--- src/rtl/fifo_wr_arbiter.sv ---
// Round-robin burst write arbiter and read gate for a shared 8-bit fifo.
// Producers win whole bursts of up to BURST words; reads and writes are gated on fifo status.
module fifo_wr_arbiter #(
    parameter int unsigned NREQ      = 4,
    parameter int unsigned BURST     = 4,
    parameter int unsigned MAX_DATA  = 16,
    parameter int unsigned ADDR_BITS = 5
) (
    input  logic                     clk,
    input  logic                     rst_n,
    input  logic [NREQ-1:0]          req,
    input  logic [8*NREQ-1:0]        req_data,
    input  logic [NREQ-1:0]          req_last,
    output logic [NREQ-1:0]          gnt,
    output logic [$clog2(NREQ)-1:0]  owner,
    output logic                     busy,
    input  logic                     rd_req,
    output logic                     rd_ok,
    input  logic                     fifo_full,
    input  logic                     fifo_empty,
    input  logic [ADDR_BITS:0]       fifo_count,
    output logic                     fifo_wen,
    output logic [7:0]               fifo_wdata,
    output logic                     fifo_ren
);

    localparam int unsigned OW = $clog2(NREQ);
    localparam int unsigned BW = $clog2(BURST + 1);

    typedef enum logic [0:0] {StIdle, StBurst} state_e;

    state_e          state_q, state_d;
    logic [OW-1:0]   owner_q, owner_d;
    logic [OW-1:0]   rr_ptr_q, rr_ptr_d;
    logic [BW-1:0]   beat_q, beat_d;
    logic [OW-1:0]   winner;
    logic            winner_found;
    logic [OW-1:0]   next_ptr;
    logic            can_wr;

    // rst_n gates the read strobe so it drops the instant reset asserts.
    assign fifo_ren = rst_n && rd_req && !fifo_empty;
    assign rd_ok    = fifo_ren;
    assign can_wr   = !fifo_full || fifo_ren;

    assign next_ptr = (owner_q == OW'(NREQ - 1)) ? '0 : owner_q + OW'(1);

    // Scan from high offset down so the lowest offset from rr_ptr is the last to win.
    always_comb begin
        int unsigned idx;
        winner_found = 1'b0;
        winner       = '0;
        for (int i = int'(NREQ) - 1; i >= 0; i--) begin
            idx = (int'(rr_ptr_q) + i) % NREQ;
            if (req[OW'(idx)]) begin
                winner_found = 1'b1;
                winner       = OW'(idx);
            end
        end
    end

    always_comb begin
        state_d  = state_q;
        owner_d  = owner_q;
        rr_ptr_d = rr_ptr_q;
        beat_d   = beat_q;
        gnt      = '0;
        unique case (state_q)
            StIdle: begin
                if (winner_found) begin
                    owner_d = winner;
                    beat_d  = '0;
                    state_d = StBurst;
                end
            end
            StBurst: begin
                if (!req[owner_q]) begin
                    state_d  = StIdle;
                    rr_ptr_d = next_ptr;
                end else if (can_wr) begin
                    gnt[owner_q] = 1'b1;
                    beat_d       = beat_q + BW'(1);
                    if (req_last[owner_q] || beat_q == BW'(BURST - 1)) begin
                        state_d  = StIdle;
                        rr_ptr_d = next_ptr;
                    end
                end
            end
            default: state_d = StIdle;
        endcase
    end

    always_ff @(posedge clk or negedge rst_n) begin
        if (!rst_n) begin
            state_q  <= StIdle;
            owner_q  <= '0;
            rr_ptr_q <= '0;
            beat_q   <= '0;
        end else begin
            state_q  <= state_d;
            owner_q  <= owner_d;
            rr_ptr_q <= rr_ptr_d;
            beat_q   <= beat_d;
        end
    end

    assign busy       = (state_q == StBurst);
    assign owner      = owner_q;
    assign fifo_wen   = |gnt;
    assign fifo_wdata = req_data[8*int'(owner_q) +: 8];

`ifdef FORMAL
    a_gnt_onehot: assert property (@(posedge clk) disable iff (!rst_n) $onehot0(gnt));
    a_wen_safe:   assert property (@(posedge clk) disable iff (!rst_n)
                                   fifo_wen |-> (!fifo_full || fifo_ren));
    a_ren_safe:   assert property (@(posedge clk) disable iff (!rst_n) fifo_ren |-> !fifo_empty);
    a_count_max:  assert property (@(posedge clk) disable iff (!rst_n)
                                   fifo_count <= (ADDR_BITS + 1)'(MAX_DATA));
    a_gnt_busy:   assert property (@(posedge clk) disable iff (!rst_n) !busy |-> (gnt == '0));

    // Count foreign tenure starts seen by each continuously requesting producer.
    for (genvar g = 0; g < NREQ; g++) begin : g_fair
        logic [7:0] wait_q;
        always_ff @(posedge clk or negedge rst_n) begin
            if (!rst_n) begin
                wait_q <= '0;
            end else if (!req[g]) begin
                wait_q <= '0;
            end else if (state_q == StIdle && state_d == StBurst) begin
                wait_q <= (owner_d == OW'(g)) ? 8'd0 : wait_q + 8'd1;
            end
        end
        a_fair: assert property (@(posedge clk) disable iff (!rst_n) wait_q <= 8'(NREQ));
    end
`endif

endmodule

--- config.mk ---
export PLATFORM = sky130hd
export DESIGN_NAME = fifo_wr_arbiter
export DESIGN_NICKNAME = d
export VERILOG_FILES = /design/src/rtl/fifo_wr_arbiter.sv
export SDC_FILE = /design/constraint.sdc
export NUM_CORES = 1
export LEC_CHECK = 0
export ABC_AREA = 1
export CORE_MARGIN = 8
export CORE_UTILIZATION = 35
export DETAILED_ROUTE_END_ITERATION = 7
export PLACE_DENSITY = 0.86
export RECOVER_POWER = 100
export REMOVE_ABC_BUFFERS = 1
export SETUP_SLACK_MARGIN = 0.05
export SLEW_MARGIN = 15
export SYNTH_ARGS = -nofsm -noshare
export SYNTH_HDL_FRONTEND = slang
export SYNTH_SLANG_ARGS = --single-unit
--- constraint.sdc ---
create_clock -name clk -period 2 [get_ports clk]
set_input_delay 0.4 -clock clk [delete_from_list [all_inputs] [get_ports clk]]
set_output_delay 0.4 -clock clk [all_outputs]
set_load 0.02 [all_outputs]
======== Word level (Yosys, flattened, before mapping) ========
Cells that the tools add are included.
cells by class
  equality and inequality tests ........... 7
  divide/modulo/power cells ............... 0
  multiplexer cells ....................... 38
  bitwise logic cells ..................... 1
  reductions and logical operators ........ 11
  $add $sub $neg .......................... 5
  shift operators ......................... 1
  magnitude comparators ................... 6
  $mul .................................... 0
operators by type and width
  operator             count
  $shiftx 32x6->8      1
  $mux 2               8
  $lt 2x3->1 const B   5
  $mux 1               15
  $bmux 1 s2           6
  $mux 4               3
  $mux 3               3
  $ne 2x1->1 const B   3
  $pmux 3 s2           1
  $reduce_and 3->1     2
  $add 2x1->2 const B  2
  $add 2x2->2 const B  2
  $ne 2x2->1 const B   2
  $reduce_or 4->1      1
  $add 3x1->3 const B  1
  $eq 3x2->1 const B   1
  $logic_and 1x1->1    3
  $demux 1 s2          1
  $eq 2x2->1 const B   1
  $ge 2x1->1 const B   1
  $logic_not 1->1      2
  $logic_or 1x1->1     2
  $pmux 1 s2           1
  $reduce_and 2->1     1
  $not 1->1            1
storage, ports and cells
  output and inout port bits .............. 18
  latch bits .............................. 0
  memory bits (writable) .................. 0
  memories kept ........................... 0
  register bits ........................... 8
  memory bits (read-only) ................. 0
  input port bits ......................... 51

======== Longest topological paths before layout ========
  word-level depth ........................ 9
  gate-level depth with buffers ........... 12
  depth with buffers taken out ............ 11

======== Worst setup path before layout ========
OpenSTA, ideal clock, no wires.
  path kind ............................... input to output
  start point ............................. input port rst_n
  end point ............................... output port fifo_wen
  slack ................................... 0.001 ns
  stages .................................. 6
  data arrival time ....................... 1.599 ns
  cell sequence ........................... nand2_1 nor2_1 nor2_1 nor2_1 nand2_2 a41oi_1
on the way
  longest elaborated chain between the ends .. 7
ends and longest elaborated chain
  what                             line  source
  from (decl)                      10    input logic rst_n,
  $logic_and 1x1->1 (2 in series)  42    assign fifo_ren = rst_n && rd_req && !fifo_empty;
  named net fifo_ren               24    output logic fifo_ren
  $logic_or 1x1->1                 44    assign can_wr = !fifo_full || fifo_ren;
  $mux 4                           80    end else if (can_wr) begin
  $mux 4                           77    if (!req[owner_q]) begin
  $mux 4                           68    unique case (state_q)
  $reduce_or 4->1                  109   assign fifo_wen = |gnt;
  to (decl)                        22    output logic fifo_wen,
The timed path passes the listed nets, and every way through them passes these cells.

======== Final worst setup path ========
  start point ............................. register owner_q[0] (netlist: owner[0])
  end point ............................... output port owner[0]
RTL lines
  what                    line  source
  from (decl)             33    logic [OW-1:0] owner_q, owner_d;
  from (signal assigned)  101   owner_q <= owner_d;
  to (decl)               15    output logic [$clog2(NREQ)-1:0] owner,
No word-level cell between the ends.

==> impl_metrics.csv <==
group,metric,value,unit
global_route,grt_max_degree,17,
clocking,cts.clk_slew.worst_paths,0.05,ns
critical_path,arrival,1.48,ns
logic_synthesis,syn-instance-count,167,
finish,final_nets,303,
power_and_ir_drop,leakagePower,0.831,nW
logic_synthesis,synth_compound_area_share,18.3,%
global_route,met1_usage,15.6,%
timing,tightest_slew,0.444,ns
place,place_area,1730,sq um
global_route,grt_pass1_vias,1294,
logic_synthesis,synthAdderAreaFrac,7.56,%
floorplanning,std_cell_rows,19,
routing,wire_per_inst,12.7,microns
timing,holdWs,0.303,ns
global_route,grt_antenna_before_repair,0,
global_route,use_met3,3.00,%
place,post-place-ws,-0.625,ns
global_route,grt_busiest_layer,"met2",
timing,fin_crit_sh,94.2,%
floorplanning,die_h,69.3,microns
timing,clock_skew,0.00165,ns
logic_synthesis,syn_area_per_cell,5.95,sq um
routing,drtIter0Drc,56,
finish,fin_util,62.5,%
logic_synthesis,ys_types,22,
global_route,grt_first_pass_wirelength,5600,microns
finish,stdcell_area,1710,sq um
clocking,cts_tree,"yes",
critical_path,critPathKind,"register to output port",
timing,setup_viol,0,
logic_synthesis,synth_top_family_by_area,"simple AND/OR/NAND/NOR gates",
clocking,cts.sink_count,8,
routing,vias,1311,
critical_path,required,1.60,ns
global_route,grt_overflow,0,
critical_path,crit_path_start_kind,"register",
place,dpl.hpwl,2860,microns
power_and_ir_drop,power.density_cell_area,1330,nW/um^2
critical_path,reg2reg_slack,0.23,ns
logic_synthesis,ys_warn_count,0,
finish,drive_gt1_share,18.9,%
timing,finalSetupTns,0,ns
clocking,htree_levels,1,
timing,min_period,1.88,ns
timing,max_slew_margin,70.4,%
floorplanning,die_area,4800,sq um
routing,ant_nets,0,
logic_synthesis,synth_mux_area_share,0,%
place,io_buffers,62,
clocking,clk-insertion-delay-late,0.25,ns
routing,firstDrtPassIters,6,
finish,diodes,0,
routing,drc,0,
logic_synthesis,synth_area,993,sq um
timing,fmax,531,MHz
critical_path,critical_path_peak_fanout,16,
routing,wl,3490,microns
floorplanning,initial_core_util,36.3,%
logic_synthesis,ys_ff_latch,8,
routing,via_per_inst,4.77,
place,gp_congestion,0.843,
timing,hold_violations,0,
global_route,grt_use_total,13.4,%
timing,rsz0062_at_grt,"true",
floorplanning,die-width,69.3,microns
timing,setup_ws,0.116,ns
clocking,cts_buffer_depth,2,
critical_path,end_kind,"output port",
min_path,worstHoldPathType,"primary input to asynchronous set/reset pin",
status,status,"complete, no violations",
floorplanning,io_pins,69,
power_and_ir_drop,finalPower,2.27,mW
global_route,met2_usage,24.7,%
timing,maxSlewViolCount,0,
finish,area_growth,72.0,%
logic_synthesis,synth_xor_area_share,0,%
job,maxCapViolCount,0,
logic_synthesis,yosysSeqAreaShare,20.2,%
clocking,cts_made_buffers,3,
clocking,cts_root_buf,"clkbuf_4",
floorplanning,coreArea,2730,sq um
finish,layout.cells.non_filler,275,
place,dp.cells,270,
logic_synthesis,yosys.area_share.simple,43.1,%
power_and_ir_drop,vdd_ir_drop_max,0.832,mV
critical path, cell delays in order (launching register included):
cell and delay [ns]:
dfrtp_2 0.43, buf_6 0.18, clkdlybuf4s50_1 0.62
cell families after synthesis:
group                    Yosys count
adder cells (fa/ha/maj)            6
AO/OA/AOI/OAI                     33
flip-flops                         8
buffers and inverters             22
AND/OR/NAND/NOR                   98
synthesized netlist by cell type (all sizes together):
| cell | number | area, sq um |
|---|---|---|
| nand2 | 57 | 241 |
| nor2 | 28 | 120 |
| o21ai | 22 | 110 |
| inv | 14 | 55.1 |
| nand3 | 12 | 60.1 |
| dfrtp | 8 | 200 |
| o22ai | 8 | 50.1 |
| buf | 7 | 50.1 |
| ha | 6 | 75.1 |
| a21o | 1 | 7.51 |
| a21oi | 1 | 5.00 |
| a41oi | 1 | 8.76 |
| clkbuf | 1 | 3.75 |
| or2 | 1 | 6.26 |
final cells by class:
| class | count | area, sq um |
|---|---|---|
| Tap cell | 31 | 38.8 |
| Sequential cell | 8 | 201 |
| Fill cell | 253 | 1020 |
| Clock buffer | 3 | 22.5 |
| Multi-Input combinational cell | 137 | 698 |
| Timing Repair Buffer | 82 | 692 |
| Inverter | 14 | 56.3 |
power breakdown:
part | leakage, nW | switching (mW) | total (mW) | internal, mW
Combinational | 0.717 | 1.09 | 1.83 | 0.734
Sequential | 0.100 | 0.0806 | 0.317 | 0.237
Clock | 0.0138 | 0.0525 | 0.121 | 0.0685
Total | 0.831 | 1.23 | 2.27 | 1.04
flip-flops by register name (all words and copies together), names as in the netlist:
signal / count
beat_q: 3
busy: 1
owner: 2
rr_ptr_q: 2
final timing paths:
kind / start / end / cells past startpoint
min: rst_n / busy$_DFF_PN0_ / 2
min in group clk: beat_q[0]$_DFFE_PN0P_ / beat_q[0]$_DFFE_PN0P_ / 1
min reg2reg: beat_q[0]$_DFFE_PN0P_ / beat_q[0]$_DFFE_PN0P_ / 1
max in group asynchronous: rst_n / owner[0]$_DFFE_PN0P_ / 2
max: owner[0]$_DFFE_PN0P_ / owner[0] / 2
max reg2reg: rr_ptr_q[0]$_DFFE_PN0P_ / beat_q[2]$_DFFE_PN0P_ / 10
timing repair:
item,CTS,global route
hold buffers,0,0
gates resized for setup,40,27
setup endpoints to repair,15,16
setup buffers,2,0
pin swaps,6,3
gates cloned,0,0
routing by layer:
layer | vias up | routed length (microns) | share of wire, %
li1 | 698 | - | -
met5 | - | 0 | 0
met1 | 580 | 1510 | 43
met4 | 0 | 19 | 0.54
met3 | 2 | 156 | 4.5
met2 | 31 | 1800 | 52
cell usage in the layout, fill, tap and decap left out, drive strengths merged:
cell           instances
nand3                 12
a41oi                  1
dfrtp                  8
dlygate4sd3            2
clkinvlp               1
nor2                  28
a21oi                  1
o22ai                  8
inv                   13
dlygate4sd2            8
buf                   21
nand2                 57
or2                    1
clkbuf                16
a21o                   1
clkdlybuf4s50         38
ha                     6
o21ai                 22
Note: power is estimated with default switching activity, not from simulation.
